**src/rtl/pipeline_hazard_ctrl.sv**
```systemverilog
// Stall/flush sequencer for the 5-stage pipeline: load-use, EX redirects and data-memory waits.
// Control outputs are combinational from state + inputs; perf counters are registered.
module pipeline_hazard_ctrl #(
  parameter int unsigned REDIRECT_BUBBLES = 2,
  parameter int unsigned MEM_TIMEOUT      = 255,
  parameter int unsigned CNT_W            = 32
) (
  input  logic             i_clk,
  input  logic             i_reset,
  input  logic [4:0]       i_rs1_addr_IF,
  input  logic [4:0]       i_rs2_addr_IF,
  input  logic             i_use_rs1_IF,
  input  logic             i_use_rs2_IF,
  input  logic [4:0]       i_rd_EX,
  input  logic             i_is_load_EX,
  input  logic             i_redirect_EX,
  input  logic             i_dm_req_MEM,
  input  logic             i_dm_ready_MEM,
  output logic             o_stall_IF,
  output logic             o_stall_ID,
  output logic             o_stall_EX,
  output logic             o_flush_ID,
  output logic             o_flush_EX,
  output logic             o_pc_redirect,
  output logic             o_fault,
  output logic [CNT_W-1:0] o_stall_cnt,
  output logic [CNT_W-1:0] o_flush_cnt
);

  localparam int unsigned WAIT_W = (MEM_TIMEOUT > 1) ? $clog2(MEM_TIMEOUT + 1) : 1;
  localparam int unsigned BUB_W  = (REDIRECT_BUBBLES > 1) ? $clog2(REDIRECT_BUBBLES + 1) : 1;

  typedef enum logic [1:0] {
    S_RUN      = 2'd0,
    S_MEM_WAIT = 2'd1,
    S_REDIRECT = 2'd2,
    S_FAULT    = 2'd3
  } state_t;

  state_t            r_state;
  state_t            w_state_nxt;
  logic [WAIT_W-1:0] r_wait_cnt;
  logic [WAIT_W-1:0] w_wait_cnt_nxt;
  logic [BUB_W-1:0]  r_bub_cnt;
  logic [BUB_W-1:0]  w_bub_cnt_nxt;
  logic [CNT_W-1:0]  r_stall_cnt;
  logic [CNT_W-1:0]  r_flush_cnt;
  logic              w_mem_wait;
  logic              w_load_use;

  assign w_mem_wait = i_dm_req_MEM & ~i_dm_ready_MEM;
  assign w_load_use = i_is_load_EX & (i_rd_EX != 5'd0) &
                      ((i_use_rs1_IF & (i_rs1_addr_IF == i_rd_EX)) |
                       (i_use_rs2_IF & (i_rs2_addr_IF == i_rd_EX)));

  // State register and wait/bubble counters
  always_ff @(posedge i_clk) begin
    if (i_reset) begin
      r_state    <= S_RUN;
      r_wait_cnt <= '0;
      r_bub_cnt  <= '0;
    end else begin
      r_state    <= w_state_nxt;
      r_wait_cnt <= w_wait_cnt_nxt;
      r_bub_cnt  <= w_bub_cnt_nxt;
    end
  end

  // Next-state and control outputs; wait_cnt counts consecutive waiting cycles incl. the first one in RUN
  always_comb begin
    w_state_nxt    = r_state;
    w_wait_cnt_nxt = r_wait_cnt;
    w_bub_cnt_nxt  = r_bub_cnt;
    o_stall_IF     = 1'b0;
    o_stall_ID     = 1'b0;
    o_stall_EX     = 1'b0;
    o_flush_ID     = 1'b0;
    o_flush_EX     = 1'b0;
    o_pc_redirect  = 1'b0;
    o_fault        = 1'b0;
    if (!i_reset) begin
      case (r_state)
        S_RUN: begin
          if (w_mem_wait) begin
            o_stall_IF     = 1'b1;
            o_stall_ID     = 1'b1;
            o_stall_EX     = 1'b1;
            w_wait_cnt_nxt = WAIT_W'(1);
            w_state_nxt    = (MEM_TIMEOUT <= 1) ? S_FAULT : S_MEM_WAIT;
          end else if (i_redirect_EX) begin
            o_pc_redirect = 1'b1;
            o_flush_ID    = 1'b1;
            o_flush_EX    = 1'b1;
            if (REDIRECT_BUBBLES > 1) begin
              w_state_nxt   = S_REDIRECT;
              w_bub_cnt_nxt = BUB_W'(REDIRECT_BUBBLES - 1);
            end
          end else if (w_load_use) begin
            o_stall_IF = 1'b1;
            o_flush_ID = 1'b1;
          end
        end
        S_MEM_WAIT: begin
          if (w_mem_wait) begin
            o_stall_IF = 1'b1;
            o_stall_ID = 1'b1;
            o_stall_EX = 1'b1;
            if ((32'(r_wait_cnt) + 32'd1) >= MEM_TIMEOUT) begin
              w_state_nxt = S_FAULT;
            end else begin
              w_wait_cnt_nxt = r_wait_cnt + WAIT_W'(1);
            end
          end else begin
            w_state_nxt    = S_RUN;
            w_wait_cnt_nxt = '0;
          end
        end
        S_REDIRECT: begin
          if (w_mem_wait) begin
            o_stall_IF = 1'b1;
            o_stall_ID = 1'b1;
            o_stall_EX = 1'b1;
          end else begin
            o_flush_ID = 1'b1;
            if (r_bub_cnt <= BUB_W'(1)) begin
              w_state_nxt   = S_RUN;
              w_bub_cnt_nxt = '0;
            end else begin
              w_bub_cnt_nxt = r_bub_cnt - BUB_W'(1);
            end
          end
        end
        S_FAULT: begin
          o_stall_IF = 1'b1;
          o_stall_ID = 1'b1;
          o_stall_EX = 1'b1;
          o_fault    = 1'b1;
        end
        default: w_state_nxt = S_RUN;
      endcase
    end
  end

  // Saturating performance counters
  always_ff @(posedge i_clk) begin
    if (i_reset) begin
      r_stall_cnt <= '0;
      r_flush_cnt <= '0;
    end else begin
      if (o_stall_IF && (r_stall_cnt != '1)) r_stall_cnt <= r_stall_cnt + CNT_W'(1);
      if (o_flush_ID && (r_flush_cnt != '1)) r_flush_cnt <= r_flush_cnt + CNT_W'(1);
    end
  end

  assign o_stall_cnt = r_stall_cnt;
  assign o_flush_cnt = r_flush_cnt;

endmodule

```
**config.mk**
```make
export PLATFORM = sky130hd
export DESIGN_NAME = pipeline_hazard_ctrl
export DESIGN_NICKNAME = d
export VERILOG_FILES = /design/src/rtl/pipeline_hazard_ctrl.sv
export SDC_FILE = /design/constraint.sdc
export NUM_CORES = 1
export LEC_CHECK = 0
export ABC_CLOCK_PERIOD_IN_PS = 5040
export CORE_ASPECT_RATIO = 1.4
export CORE_MARGIN = 5
export CORE_UTILIZATION = 35
export DETAILED_ROUTE_END_ITERATION = 12
export SLEW_MARGIN = 20
export SYNTH_ARGS = -nofsm -noshare
export SYNTH_HDL_FRONTEND = slang
export SYNTH_SLANG_ARGS = --single-unit
```
**constraint.sdc**
```tcl
create_clock -name i_clk -period 5.04 [get_ports i_clk]
set_input_delay 1.008 -clock i_clk [delete_from_list [all_inputs] [get_ports i_clk]]
set_output_delay 1.008 -clock i_clk [all_outputs]
set_load 0.01 [all_outputs]
```
### After elaboration in Yosys (flattened, before gate mapping)

Index checks and enable logic that the tools add are counted.

* input bits: 23
* memories: 0
* output and inout bits: 71
* flip-flop bits (word level): 76
* RAM bits: 0
* ROM bits: 0
* logic and storage cells: 81
* bits in latches: 0

* multipliers: 0
* eq/ne operators: 15
* shift operators: 0
* reductions and logical operators: 12
* mux-type cells: 35
* $add $sub $neg: 5
* divide/modulo/power cells: 0
* $lt $le $gt $ge: 2
* bitwise gates (word level): 7

Operator list (number)
* $add A32 B1 Y32 const B: 2
* $ne A32 B32 Y1 const B: 2
* $mux W8: 3
* $mux W2: 10
* $mux W1: 16
* $pmux W8 S2: 1
* $eq A5 B5 Y1: 2
* $ne A2 B2 Y1 const B: 5
* $add A8 B1 Y9 const B: 1
* $ge A9 B8 Y1 const B: 1
* $ne A3 B3 Y1 const B: 3
* $add A8 B1 Y8 const B: 1
* $pmux W2 S3: 1
* $and A1 B1 Y1: 5
* $reduce_and A5 Y1: 1
* $reduce_bool A5 Y1: 1
* $eq A2 B2 Y1 const B: 2
* $pmux W1 S2: 2
* $pmux W2 S2: 1
* $reduce_and A4 Y1: 1
* $reduce_bool A2 Y1: 2
* $pmux W1 S3: 1
* $reduce_and A3 Y1: 1
* $reduce_bool A3 Y1: 1
* other kinds (9): 10

### Longest topological paths before layout

* depth in word-level cells: 10
* mapped depth: 12
* mapped depth without buffers: 9

### Worst setup path after synthesis

OpenSTA, ideal clock, no wires.

* path type: input to output
* from: input i_dm_req_MEM
* to: output o_stall_IF
* slack: 1.678 ns
* arrival: 2.354 ns
* buffers on the path: 3
* cell stages on the path: 7
* required time: 4.032 ns
* cell sequence: nor2b_1 > buf_4 > a211oi_1 > or4_1 > o22ai_2 > buf_4 > buf_4

* cells in the longest elaborated chain, start to end: 4
* elaborated cells between the ends (all ways): 5
* those cells by class: mux: 4; bitwise: 1

Ends and longest elaborated chain
* start, declared: RTL line 17 `input logic i_dm_req_MEM,`
* $and A1 B1 Y1 (*): RTL line 51 `assign w_mem_wait = i_dm_req_MEM & ~i_dm_ready_MEM;`
* $mux W1 (on tied branches): RTL line 104, 119, 84
* $pmux W1 S3 (*): RTL line 82 `case (r_state)`
* $mux W1 (*): RTL line 81 `if (!i_reset) begin`
* end, declared: RTL line 19 `output logic o_stall_IF,`

Mark *: on every way between the ends. The rest lies on a longest branch, timed or not.

### Worst setup path in the final report

Ends and elaborated chain as after synthesis.

==> impl_metrics.yaml <==
placed_design:
  io_buffers: 93
  gp_congestion: 0.813
  dp_hpwl_um: 8390
  place_area_um2: 5190
synthesis:
  avgSynthCellArea_um2: 8.29
  ys_top_cells_by_count: "dfxtp_1, nor2_1, xor2_1, nand2_1, nand3_1"
  synthArstFlopShare_pct: 0
  synth_fp_nets: 538
  yosysMostFrequentCell: "dfxtp_1"
  syn-cell-area_um2: 4200
  synthCells: 506
  synth_edf_count: 0
  synth-seq-cells: 76
  ys_top_cells_by_area: "dfxtp_1, xor2_1, nor2_1"
  synth_top_area_share_pct: 36.3
  synth.distinct_cells: 56
  synth_flop_cell: "dfxtp_1"
  yosys_warnings: 0
  yosysSeqAreaShare_pct: 36.3
  synth_largest_area_cell: "dfxtp_1"
die:
  die_area_um2: 14300
  row_count: 47
  chipHeight_um: 140
  initial_core_util_pct: 35.5
  core-area_um2: 11800
  chipWidth_um: 103
  io_pins: 94
sta:
  fmax_mhz: 241
  timing.setup.tns_ns: 0
  timing.hold.ws_ns: 0.477
  period_minus_slack_ns: 4.15
  timing.final.crit_share_pct: 82.3
  clock_skew_ns: 0.00709
  slew-limit-headroom_pct: 50.7
  setup_viol: 0
  rsz0062_at_grt: "false"
  final_max_slew_viol_count: 0
  hold_viol_final: 0
  tightest_slew_ns: 0.740
detailed_routing:
  drt_wl_total_um: 11200
  firstDrtPassIters: 4
  detail_route.vias_per_cell: 5.28
  drtAntennaViolNets: 0
  drtIter0Drc: 133
  num_vias: 3897
  post-route-drc-count: 0
  routedWlPerCell_um: 15.1
cts:
  cts.reportedPaths.clkPinSlew_ns: 0.06
  cts-resized-gates: 0
  cts_buffers: 9
  cts_tree: "done"
  ctsHtreeMaxLevel: 3
  ctsHoldBuffers: 0
  clk_path_buf_depth: 2
  root_buffer: "clkbuf_16"
  cts_sinks: 76
  post-cts-setup-buffers: 0
  clk_latency_ns: 0.33
setup_path:
  arrival_ns: 3.14
  setup.worst_path.end_class: "primary output"
  crit_required_ns: 4.03
  cp_max_fo: 2
  startpoint_type: "input pin"
  crit_type: "input pin to primary output"
power_and_ir_drop:
  seqPwrFrac_pct: 42.7
  power_density_nw_per_um2: 262
  sw_frac_of_total_pct: 23.0
  intPower_uw: 1110
  power_switching_uw: 332
  power_frac_comb_pct: 9.5
  peakVddDrop_mv: 0.202
  clockPowerShare_pct: 47.8
  leakagePower_uw: 0.00190
cells_and_area:
  layout.nets: 619
  design_area_um2: 5510
  drive_above_1_share_pct: 6.94
  area_growth_pct: 31.4
  num_antenna_cells: 0
  utilization_pct: 46.6
  fillers: 1157
grt:
  grt.overflow.total: 0
  grt_pass1_wl_um: 18700
  grt_max_degree: 71
  antenna_found_initial: 0
  track_usage_pct: 16.1
  grt_pass1_vias: 3895
min_path:
  hold_class: "flip-flop to flip-flop"
run_status:
  status: "finished clean"
run:
  maxCapViolCount: 0
-- metrics by stage --
step / setup WS (ns) / std cells / total power (uW)
after floorplan: 1.68 / 506 / 718
after global placement: 0.859 / 723 / 765
after detailed placement: 0.848 / 723 / 767
after CTS: 0.834 / 738 / 1460
after global routing: 0.727 / 738 / 1510
final: 0.890 / 738 / 1440
-- critical path, stage by stage --
cell and delay (ns):
clkdlybuf4s50_1 0.45, nor2b_1 0.20, a211oi_1 0.10, or4_1 0.49, o22ai_2 0.28, clkdlybuf4s50_1 0.61
-- state kept, by name, summed over array words and instances (netlist names) --
| signal | flops |
|---|---|
| o_stall_cnt | 32 |
| o_flush_cnt | 32 |
| r_state | 2 |
| r_wait_cnt | 8 |
| r_bub_cnt | 2 |
-- kinds of logic after synthesis --
family	after synthesis	share of synthesized area (%)
flip-flops	76	36.3
multiplexers	5	1.22
XOR/XNOR	60	12.5
adder cells (fa/ha/maj)	9	2.68
AO/OA/AOI/OAI	67	10.2
buffers and inverters	37	4.23
AND/OR/NAND/NOR	252	32.9
-- path summary, 6_finish.rpt --
kind                              startpoint              end  slack, ns  depth (start not counted)
worst min-delay path            r_bub_cnt[0]     r_bub_cnt[0]       0.48                          2
worst max-delay path            i_dm_req_MEM       o_stall_IF       0.89                          6
worst max register to register    r_state[0]  o_stall_cnt[21]       2.04                          9
worst min register to register  r_bub_cnt[0]     r_bub_cnt[0]       0.48                          2
-- layer usage --
metal	vias to the layer above	share of wire (%)	track usage (%)	routed length, um
met2	81	52	27.8	5820
met1	1854	40	18.4	4490
li1	1944	-	-	-
met4	0	2.1	5.87	238
met3	18	5.5	5.11	614
met5	-	0	0	0
-- layout make-up --
class                   instances  area [um2]  area share [%]
repair buffers                 97         956            17.3
clock buffers                  11         243            4.40
clock inverters                 4        73.8            1.34
well taps                     147         184            3.34
flip-flops and latches         76        1520            27.6
multi-input cells             393        2500            45.3
inverters                      10        37.5           0.681
-- power by group through the flow --
stage,sequential (uW),clock (uW),combinational (uW)
6_report,616,691,137
5_1_grt,617,737,152
4_1_cts,616,706,138
3_5_place_dp,630,0,137
3_3_place_gp,629,0,136
2_1_floorplan,628,0,89.4
-- placed cells by master (no fill, tap or decap), types with 12 or more instances in the layout --
master / count
a21oi_1: 21
clkdlybuf4s50_1: 92
dfxtp_1: 76
nand2_1: 39
nand3_1: 37
nand4_1: 21
nor2_1: 69
nor3_1: 12
o21ai_0: 21
or3_1: 13
xnor2_1: 13
xor2_1: 47
Note: power is estimated with default switching activity, not from simulation.
